**src/rtl/reg_bank.sv**
```systemverilog
`default_nettype none
// +----------------------------------------------------------------------------+
// | reg_bank: twelve general registers written from the C bus, with optional    |
// | increment port (macro REG_BANK_INC_EN). Rev 1.0                             |
// +----------------------------------------------------------------------------+
module reg_bank #(
  parameter int WIDTH = 19,
  parameter int NREG  = 12
) (
  input  logic             clk,
  input  logic             rst,
  input  logic [WIDTH-1:0] c_bus,
  input  logic [3:0]       c_sel,
  input  logic [3:0]       inc_sel,
  output logic [WIDTH-1:0] R0,
  output logic [WIDTH-1:0] R1,
  output logic [WIDTH-1:0] R2,
  output logic [WIDTH-1:0] R3,
  output logic [WIDTH-1:0] R4,
  output logic [WIDTH-1:0] R5,
  output logic [WIDTH-1:0] R6,
  output logic [WIDTH-1:0] R7,
  output logic [WIDTH-1:0] R8,
  output logic [WIDTH-1:0] R9,
  output logic [WIDTH-1:0] R10,
  output logic [WIDTH-1:0] R11,
  output logic             wr_ack
);

  localparam logic [3:0] C_FIRST = 4'd2;
  localparam logic [3:0] C_LAST  = 4'(NREG + 1);

  logic [WIDTH-1:0] w_regs [NREG];
  logic             w_c_hit;
  logic             w_inc_hit;
  logic             r_ack;

  assign w_c_hit = (c_sel >= C_FIRST) && (c_sel <= C_LAST);

`ifdef REG_BANK_INC_EN
  assign w_inc_hit = (inc_sel >= C_FIRST) && (inc_sel <= C_LAST);
`else
  logic unused_inc_sel;
  assign unused_inc_sel = ^inc_sel;
  assign w_inc_hit      = 1'b0;
`endif

  for (genvar i = 0; i < NREG; i++) begin : g_reg
    localparam logic [3:0] C_CODE = 4'(i + 2);
    logic [WIDTH-1:0] r_val;

    // The C bus write is tested first so it wins a collision with increment.
    always_ff @(posedge clk) begin
      if (rst) begin
        r_val <= '0;
      end else if (c_sel == C_CODE) begin
        r_val <= c_bus;
`ifdef REG_BANK_INC_EN
      end else if (inc_sel == C_CODE) begin
        r_val <= r_val + WIDTH'(1);
`endif
      end
    end

    assign w_regs[i] = r_val;
  end

  always_ff @(posedge clk) begin
    if (rst) begin
      r_ack <= 1'b0;
    end else begin
      r_ack <= w_c_hit || w_inc_hit;
    end
  end

  assign wr_ack = r_ack;
  assign R0     = w_regs[0];
  assign R1     = w_regs[1];
  assign R2     = w_regs[2];
  assign R3     = w_regs[3];
  assign R4     = w_regs[4];
  assign R5     = w_regs[5];
  assign R6     = w_regs[6];
  assign R7     = w_regs[7];
  assign R8     = w_regs[8];
  assign R9     = w_regs[9];
  assign R10    = w_regs[10];
  assign R11    = w_regs[11];

endmodule
`default_nettype wire

```
**config.mk**
```make
export PLATFORM = sky130hd
export DESIGN_NAME = reg_bank
export DESIGN_NICKNAME = d
export VERILOG_FILES = /design/src/rtl/reg_bank.sv
export SDC_FILE = /design/constraint.sdc
export NUM_CORES = 1
export LEC_CHECK = 0
export ABC_AREA = 1
export CAP_MARGIN = 20
export CORE_MARGIN = 2
export CORE_UTILIZATION = 51
export CTS_BUF_LIST = sky130_fd_sc_hd__clkbuf_4 sky130_fd_sc_hd__clkbuf_8 sky130_fd_sc_hd__clkbuf_16
export DETAILED_ROUTE_END_ITERATION = 16
export GPL_TIMING_DRIVEN = 0
export HOLD_SLACK_MARGIN = 0.05
export PLACE_DENSITY = 0.85
export SLEW_MARGIN = 20
export SYNTH_ARGS = -nofsm -noshare
export SYNTH_HDL_FRONTEND = slang
export SYNTH_SLANG_ARGS = --single-unit
```
**constraint.sdc**
```tcl
create_clock -name clk -period 2.75 [get_ports clk]
set_input_delay 0.55 -clock clk [delete_from_list [all_inputs] [get_ports clk]]
set_output_delay 0.55 -clock clk [all_outputs]
set_load 0.01 [all_outputs]
```
# [After elaboration in Yosys (flattened, before gate mapping)]
# Index checks and enable logic that the tools add are counted.
[op_classes] n_lt_le_gt_ge=2 n_eq_ne=12 n_reduce_logical=1
[ops] op="$eq 4x4->1 const B" count=6
[ops] op="$eq 4x3->1 const B" count=4
[ops] op="$eq 4x2->1 const B" count=2
[ops] op="$ge 4x2->1 const B" count=1
[ops] op="$le 4x4->1 const B" count=1
[ops] op="$logic_and 1x1->1" count=1
[word_totals] reg_bits=229 input_bits=29 output_inout_bits=229 elab_cells=28

# [Longest topological paths before layout]
# Gate-level depths: netlist of run 1.
[logic_depth] word_depth=2 mapped_depth=7 ltp_nobuf=5

# [Worst setup path before layout of run 1]
# No wires, ideal clock.
[synth_path] path_type="in2reg" start="input port c_sel[2]" end="register g_reg[1].r_val[10] (netlist: R1[10])" setup_time_ns=0.113 arrival_time_ns=1.364 t_required_ns=2.637 setup_slack_ns=1.273 cell_stages=6 n_path_buf=2 cell_sequence="nor2_1 clkbuf_1 buf_2 nand3_1 nand2_1 nor2_1"
[synth_between] elab_chain_cells=1
[synth_rtl] element="from (decl)" line="13" rtl="input logic [3:0] c_sel,"
[synth_rtl] element="$eq 4x2->1" line="56" rtl="end else if (c_sel == C_CODE) begin"
[synth_rtl] element="to (signal assigned)" line="57" rtl="r_val <= c_bus;"
[synth_rtl] element="to (decl)" line="50" rtl="logic [WIDTH-1:0] r_val;"
# Every way passes these cells.
# A chain may end at the register's enable or synchronous reset.

# [Worst setup path in the final report of run 1]
[layout_path] start="input port c_sel[1]" end="register g_reg[8].r_val[1] (netlist: R8[1])"
[layout_between] elab_chain_cells=1
[layout_rtl] element="$eq 4x4->1" line="56"
[layout_rtl] element="to (signal assigned)" line="57"
[layout_rtl] element="to (decl)" line="50"
# Every way passes these cells.

==> metrics, run 1 <==
total global-route track usage=0.319; Multi-input gate area=3850 um2; TritonCTS buffer count=23; Synth cell types=12; Die Ht=137 um; Avg WL per Cell=17.0 um; Max Clk Rate=490 MHz; # resized after CTS=0; commonest cells after routing, fill and taps aside=nor2_1, clkdlybuf4s50_1, nand2_1, dfxtp_1, nand3_1; number of core rows=48; largest net degree at the start of global routing=14; H-tree levels=1; IO Pins=258; DR vias/cell=5.26; fin util=0.725; Worst path max stage delay=0.55 ns; Slew headroom=0.237; n_diodes=0; count of input and output buffers=253; Register Area=4580 um2; Worst Path Max Fanout=10; Syn Area/Cell=6.92 um2; PD cells=603 nW/um2; pre-CTS setup slack=0.289 ns; CTS sink count=229; iteration count of the initial detailed-routing pass=6; unrepaired setup endpoints after global routing=no; setup_tns=0 ns; Post-DP HPWL=21200 um; initial antenna violation count=0; number of global-route vias before repair=8367; Critical Path RT=3.14 ns; hold_buf cts=0; Yosys warnings=0; post-synthesis mux area share=0; leading cell type in the layout, fill and taps excluded=nor2_1; post-route ant nets=0; outcome=finished clean; drt total wl=30900 um; Fillers=1420; Critical Path Sink Type=flop; WP data arrival=2.43 ns; Worst Path Class, Setup=input port to flop; Synth Area in Simple Gates=0.426; Synth Area in XOR/XNOR=0; Post-Synthesis Cells=1299; layout cells sized above 1=0.0566; max cap viols=0; die area=18700 um2; post-synth net total=1328; clock buffer depth=3; DRC violations left=0; die width=137 um; post-synthesis adder-cell area fraction=0; worst hold path type=flop to flop; global route overflow=0; Fin. Hold Viols=0; Slowest-stage cell, CP=clkdlybuf4s50_1; Root Driver=clkbuf_16; Peak VDD IR=0.000514 V; Synth Area in Compound Gates=0.00111; post-route cell area=12500 um2; actual slew at the worst max-slew pin=1.14 ns; startpoint types=input port; Seq/Total Area, Yosys=0.510; DR iter-0 viols=902; synthesized area=8990 um2; static leakage=5.12 nW; Clk Latency, worst-skew pair=0.50 ns; vias=9545; Post-CTS Setup Inserts=0; Std-Cell Core Area=17300 um2; min cycle time layout=2.04 ns; worst setup margin=0.711 ns; Final Max Slew Viols=0; area delta synth->final=39.5%; Clock Skew=0 ns; clock transition at the registers of the reported paths=0.06 ns; Final GP Congestion=0.891; TritonCTS clock tree=done; initial core utilization=0.520; first-pass GRT wire length=45600 um; cells along the critical path=clkdlybuf4s50_1 -> inv_1 -> nor2_1 -> buf_2 -> buf_2 -> nand3_1 -> nand2_1 -> nor2_1; final net count=1606; Synth Register Bits=229; Post-DP Area=11800 um2; setup violators final=0; combinational family with the most area after synthesis=simple AND/OR/NAND/NOR gates; Period Utilization, post-route=0.742
==> area by class of cell <==
type / count / share of cell area
repair buffers: 253 / 0.202
flip-flops and latches: 229 / 0.365
clock inverters: 4 / 0.00379
well taps: 225 / 0.0224
inverters: 26 / 0.00778
multi-input cells: 940 / 0.307
clock buffers: 35 / 0.0550
plain buffers: 104 / 0.0372
==> report_power, final <==
part | switching, W | internal [W]
clock network | 0.00128 | 0.00182
logic | 0.000570 | 0.000386
registers | 0.0000704 | 0.00343
total | 0.00192 | 0.00564
==> critical path, delay by kind of cell <==
kind          cells  cell delay [ns]
buf+inv           4             1.34
simple gates      4             0.52
==> kinds of logic after synthesis <==
logic type             count (synthesis)
buffers and inverters                130
and+or+nand+nor                      938
DFF                                  229
AOI/OAI and AO/OA                      2
==> metal layers <==
metal  vias to the layer above  routed length, um  share of wire  GRT usage
met5                         -                  0              0          0
met4                         0               1570          0.051      0.154
met1                      4313              12000           0.39      0.406
li1                       4604                  -              -          -
met3                       103               3440           0.11     0.0793
met2                       525              13900           0.45      0.509
==> cell usage after synthesis <==
cell type    n  area (um2)
a21oi_1      1        5.00
buf_1       14        52.6
buf_2       28         140
buf_4       11        82.6
clkbuf_1    51         191
dfxtp_1    229        4580
inv_1       26        97.6
nand2_1    236         886
nand3_1    228        1140
nor2_1     462        1730
nor2_2      12        75.1
o21ai_0      1        5.00
==> flip-flops by register name (all words and copies together), names as in the netlist <==
| name | flops |
|---|---|
| R0 | 19 |
| R1 | 19 |
| R10 | 19 |
| R11 | 19 |
| R2 | 19 |
| R3 | 19 |
| R4 | 19 |
| R5 | 19 |
| R6 | 19 |
| R7 | 19 |
| R8 | 19 |
| R9 | 19 |
| wr_ack | 1 |
==> worst paths after layout <==
check | to | startpoint | cells past startpoint | slack (ns)
max | R8[1]$_SDFFE_PP0N_ | c_sel[1] | 8 | 0.71
min | R4[14]$_SDFFE_PP0N_ | R4[14]$_SDFFE_PP0N_ | 2 | 0.48
max reg2reg | R6[1]$_SDFFE_PP0N_ | R6[1]$_SDFFE_PP0N_ | 2 | 2.11
min reg2reg | R4[14]$_SDFFE_PP0N_ | R4[14]$_SDFFE_PP0N_ | 2 | 0.48
==> stage by stage <==
stage                     total power [W]  cells  hold slack (ns)
final                             0.00756   1816            0.482
after global routing              0.00778   1816            0.500
after detailed placement          0.00451   1777            0.472
after CTS                         0.00754   1816            0.484
after global placement            0.00449   1777            0.463
after floorplan                   0.00406   1299            0.508
No activity file was read; power rests on OpenSTA's default activity.
==> run 2, diff against run 1 <==
--- a/config.mk
+++ b/config.mk
@@ -8,12 +8,12 @@
 export ABC_AREA = 1
 export CAP_MARGIN = 20
 export CORE_MARGIN = 2
-export CORE_UTILIZATION = 51
+export CORE_UTILIZATION = 48
 export CTS_BUF_LIST = sky130_fd_sc_hd__clkbuf_4 sky130_fd_sc_hd__clkbuf_8 sky130_fd_sc_hd__clkbuf_16
 export DETAILED_ROUTE_END_ITERATION = 16
 export GPL_TIMING_DRIVEN = 0
 export HOLD_SLACK_MARGIN = 0.05
-export PLACE_DENSITY = 0.85
+export PLACE_DENSITY = 0.81
 export SLEW_MARGIN = 20
 export SYNTH_ARGS = -nofsm -noshare
 export SYNTH_HDL_FRONTEND = slang
==> constraint.sdc (replaced) <==
create_clock -name clk -period 2.1 [get_ports clk]
set_input_delay 0.42 -clock clk [delete_from_list [all_inputs] [get_ports clk]]
set_output_delay 0.42 -clock clk [all_outputs]
set_load 0.01 [all_outputs]
==> run 2 against run 1 <==
Cell count grew 0.50%. Sequential power grew 31%. Final area grew 0.28%. Critical endpoint is now R8[2]$_SDFFE_PP0N_. Clock skew is the same. Combinational power grew 31%. Via count shrank 1.9%. Sequential share of layout area shrank 0.10 points. Clock-buffer cell count grew 3. Wire length grew 0.20%. Critical path type unchanged. Global-route usage shrank 1.7 points.
==> metrics, run 2 (synthesis gave the netlist of run 1 again) <==
cells along the critical path=clkdlybuf4s50_1 -> inv_1 -> nor2_1 -> buf_2 -> buf_2 -> nand3_1 -> nand2_1 -> nor2_1; vias=9365; Post-DP Area=11800 um2; total global-route track usage=0.303; clock transition at the registers of the reported paths=0.06 ns; worst hold margin=0.479 ns; Clk Latency, worst-skew pair=0.51 ns; startpoint types=input port; DR vias/cell=5.13; clock buffer depth=3; final net count=1607; number of core rows=50; CTS sink count=229; beginning of the worst hold path=R2[0]$_SDFFE_PP0N_; n_diodes=0; largest net degree at the start of global routing=13; final cell count without fillers=1825; DRC violations left=0; H-tree levels=1; min cycle time layout=1.92 ns; WP data arrival=2.33 ns; Final Max Slew Viols=0; reg-to-reg slack, setup=1.47 ns; Slew headroom=0.252; Worst Path Max Fanout=10; Die Ht=141 um; Post-Place Cells=1786; Worst R2R Path Depth=2; Register Area=4580 um2; global route overflow=0; fin util=0.679; Max Clk Rate=520 MHz; Worst R2R Start=R3[12]$_SDFFE_PP0N_; Root Driver=clkbuf_16; die area=19900 um2; Tot Pwr=0.00995 W; Peak VDD IR=0.000591 V; WHS Path Cells=2; PD cells=791 nW/um2; count of input and output buffers=253; iteration count of the initial detailed-routing pass=5; Std-Cell Core Area=18500 um2; leading cell type in the layout, fill and taps excluded=nor2_1; area delta synth->final=39.9%; actual slew at the worst max-slew pin=1.12 ns; Worst Path Class, Setup=input port to flop; cell depth of the worst setup path=8; Post-CTS Setup Inserts=0; hold_buf cts=0; TritonCTS buffer count=24; commonest cells after routing, fill and taps aside=nor2_1, clkdlybuf4s50_1, nand2_1, dfxtp_1, nand3_1; max cap viols=0; Multi-input gate area=3850 um2; Clock Skew=0 ns; layout cells sized above 1=0.0566; initial antenna violation count=1; Avg WL per Cell=17.0 um; setup violators final=0; static leakage=5.13 nW; Fin. Hold Viols=0; die width=141 um; post-route ant nets=0; Post-DP HPWL=21400 um; number of global-route vias before repair=8519; Critical Path RT=2.50 ns; Worst path max stage delay=0.54 ns; initial core utilization=0.486; hold endpoint=R2[0]$_SDFFE_PP0N_; RR Endpoint=R3[12]$_SDFFE_PP0N_; TritonCTS clock tree=done; IO Pins=258; first-pass GRT wire length=46600 um; DR iter-0 viols=766; Final GP Congestion=0.837; post-route cell area=12600 um2; Slowest-stage cell, CP=clkdlybuf4s50_1; worst hold path type=flop to flop; # resized after CTS=0; unrepaired setup endpoints after global routing=no; Period Utilization, post-route=0.916; Crit path max-delay family=buffers and inverters; Buf+Inv Stages, Crit Path=4; drt total wl=31000 um; Critical Path Sink Type=flop; outcome=finished clean; Fillers=1598
-- run 2: per-stage QoR --
step | TNS (ns) | setup WS (ns)
finish | 0 | 0.176
global route | 0 | 0.0902
CTS | 0 | 0.226
detailed placement | -24.81 | -0.293
global placement | -22.45 | -0.277
floorplan | 0 | 0.753
-- run 2: routing by layer --
metal	GRT usage	vias to the layer above	part of all wire
li1	-	4584	-
met1	0.369	4252	0.40
met2	0.507	433	0.46
met3	0.0795	96	0.094
met4	0.132	0	0.045
met5	0	-	0
-- run 2: area by class of cell --
class | instances | share of cell area
well taps | 234 | 0.0233
clock inverters | 1 | 0.000597
plain buffers | 104 | 0.0371
flip-flops and latches | 229 | 0.364
inverters | 26 | 0.00776
clock buffers | 38 | 0.0600
multi-input cells | 940 | 0.306
repair buffers | 253 | 0.201
-- run 2: worst max-delay path by stage --
stage                                   start             endpoint  slack [ns]
after floorplan                      c_sel[2]  R1[10]$_SDFFE_PP0N_        0.75
after detailed placement             c_sel[1]   R8[2]$_SDFFE_PP0N_       -0.29
after global placement               c_sel[1]   R8[2]$_SDFFE_PP0N_       -0.28
after CTS                 R2[15]$_SDFFE_PP0N_               R2[15]        0.23
after global routing                 c_sel[1]  R0[17]$_SDFFE_PP0P_        0.09
final                                c_sel[1]   R8[2]$_SDFFE_PP0N_        0.18
-- run 2: report_power, final --
group | switching [W] | internal [W]
logic | 0.000744 | 0.000505
clock network | 0.00167 | 0.00244
registers | 0.0000901 | 0.00450
-- run 2: worst min-delay path, cell delays in order, from the launching register on --
cell and delay (ns):
dfxtp_1 0.32, nor2_1 0.04, nor2_1 0.08
==> run 3, diff against run 2 <==
--- a/config.mk
+++ b/config.mk
@@ -6,7 +6,6 @@
 export NUM_CORES = 1
 export LEC_CHECK = 0
 export ABC_AREA = 1
-export CAP_MARGIN = 20
 export CORE_MARGIN = 2
 export CORE_UTILIZATION = 48
 export CTS_BUF_LIST = sky130_fd_sc_hd__clkbuf_4 sky130_fd_sc_hd__clkbuf_8 sky130_fd_sc_hd__clkbuf_16
==> results of run 3 <==
Same layout as run 2: the final DEF is identical, and so are final timing and power.
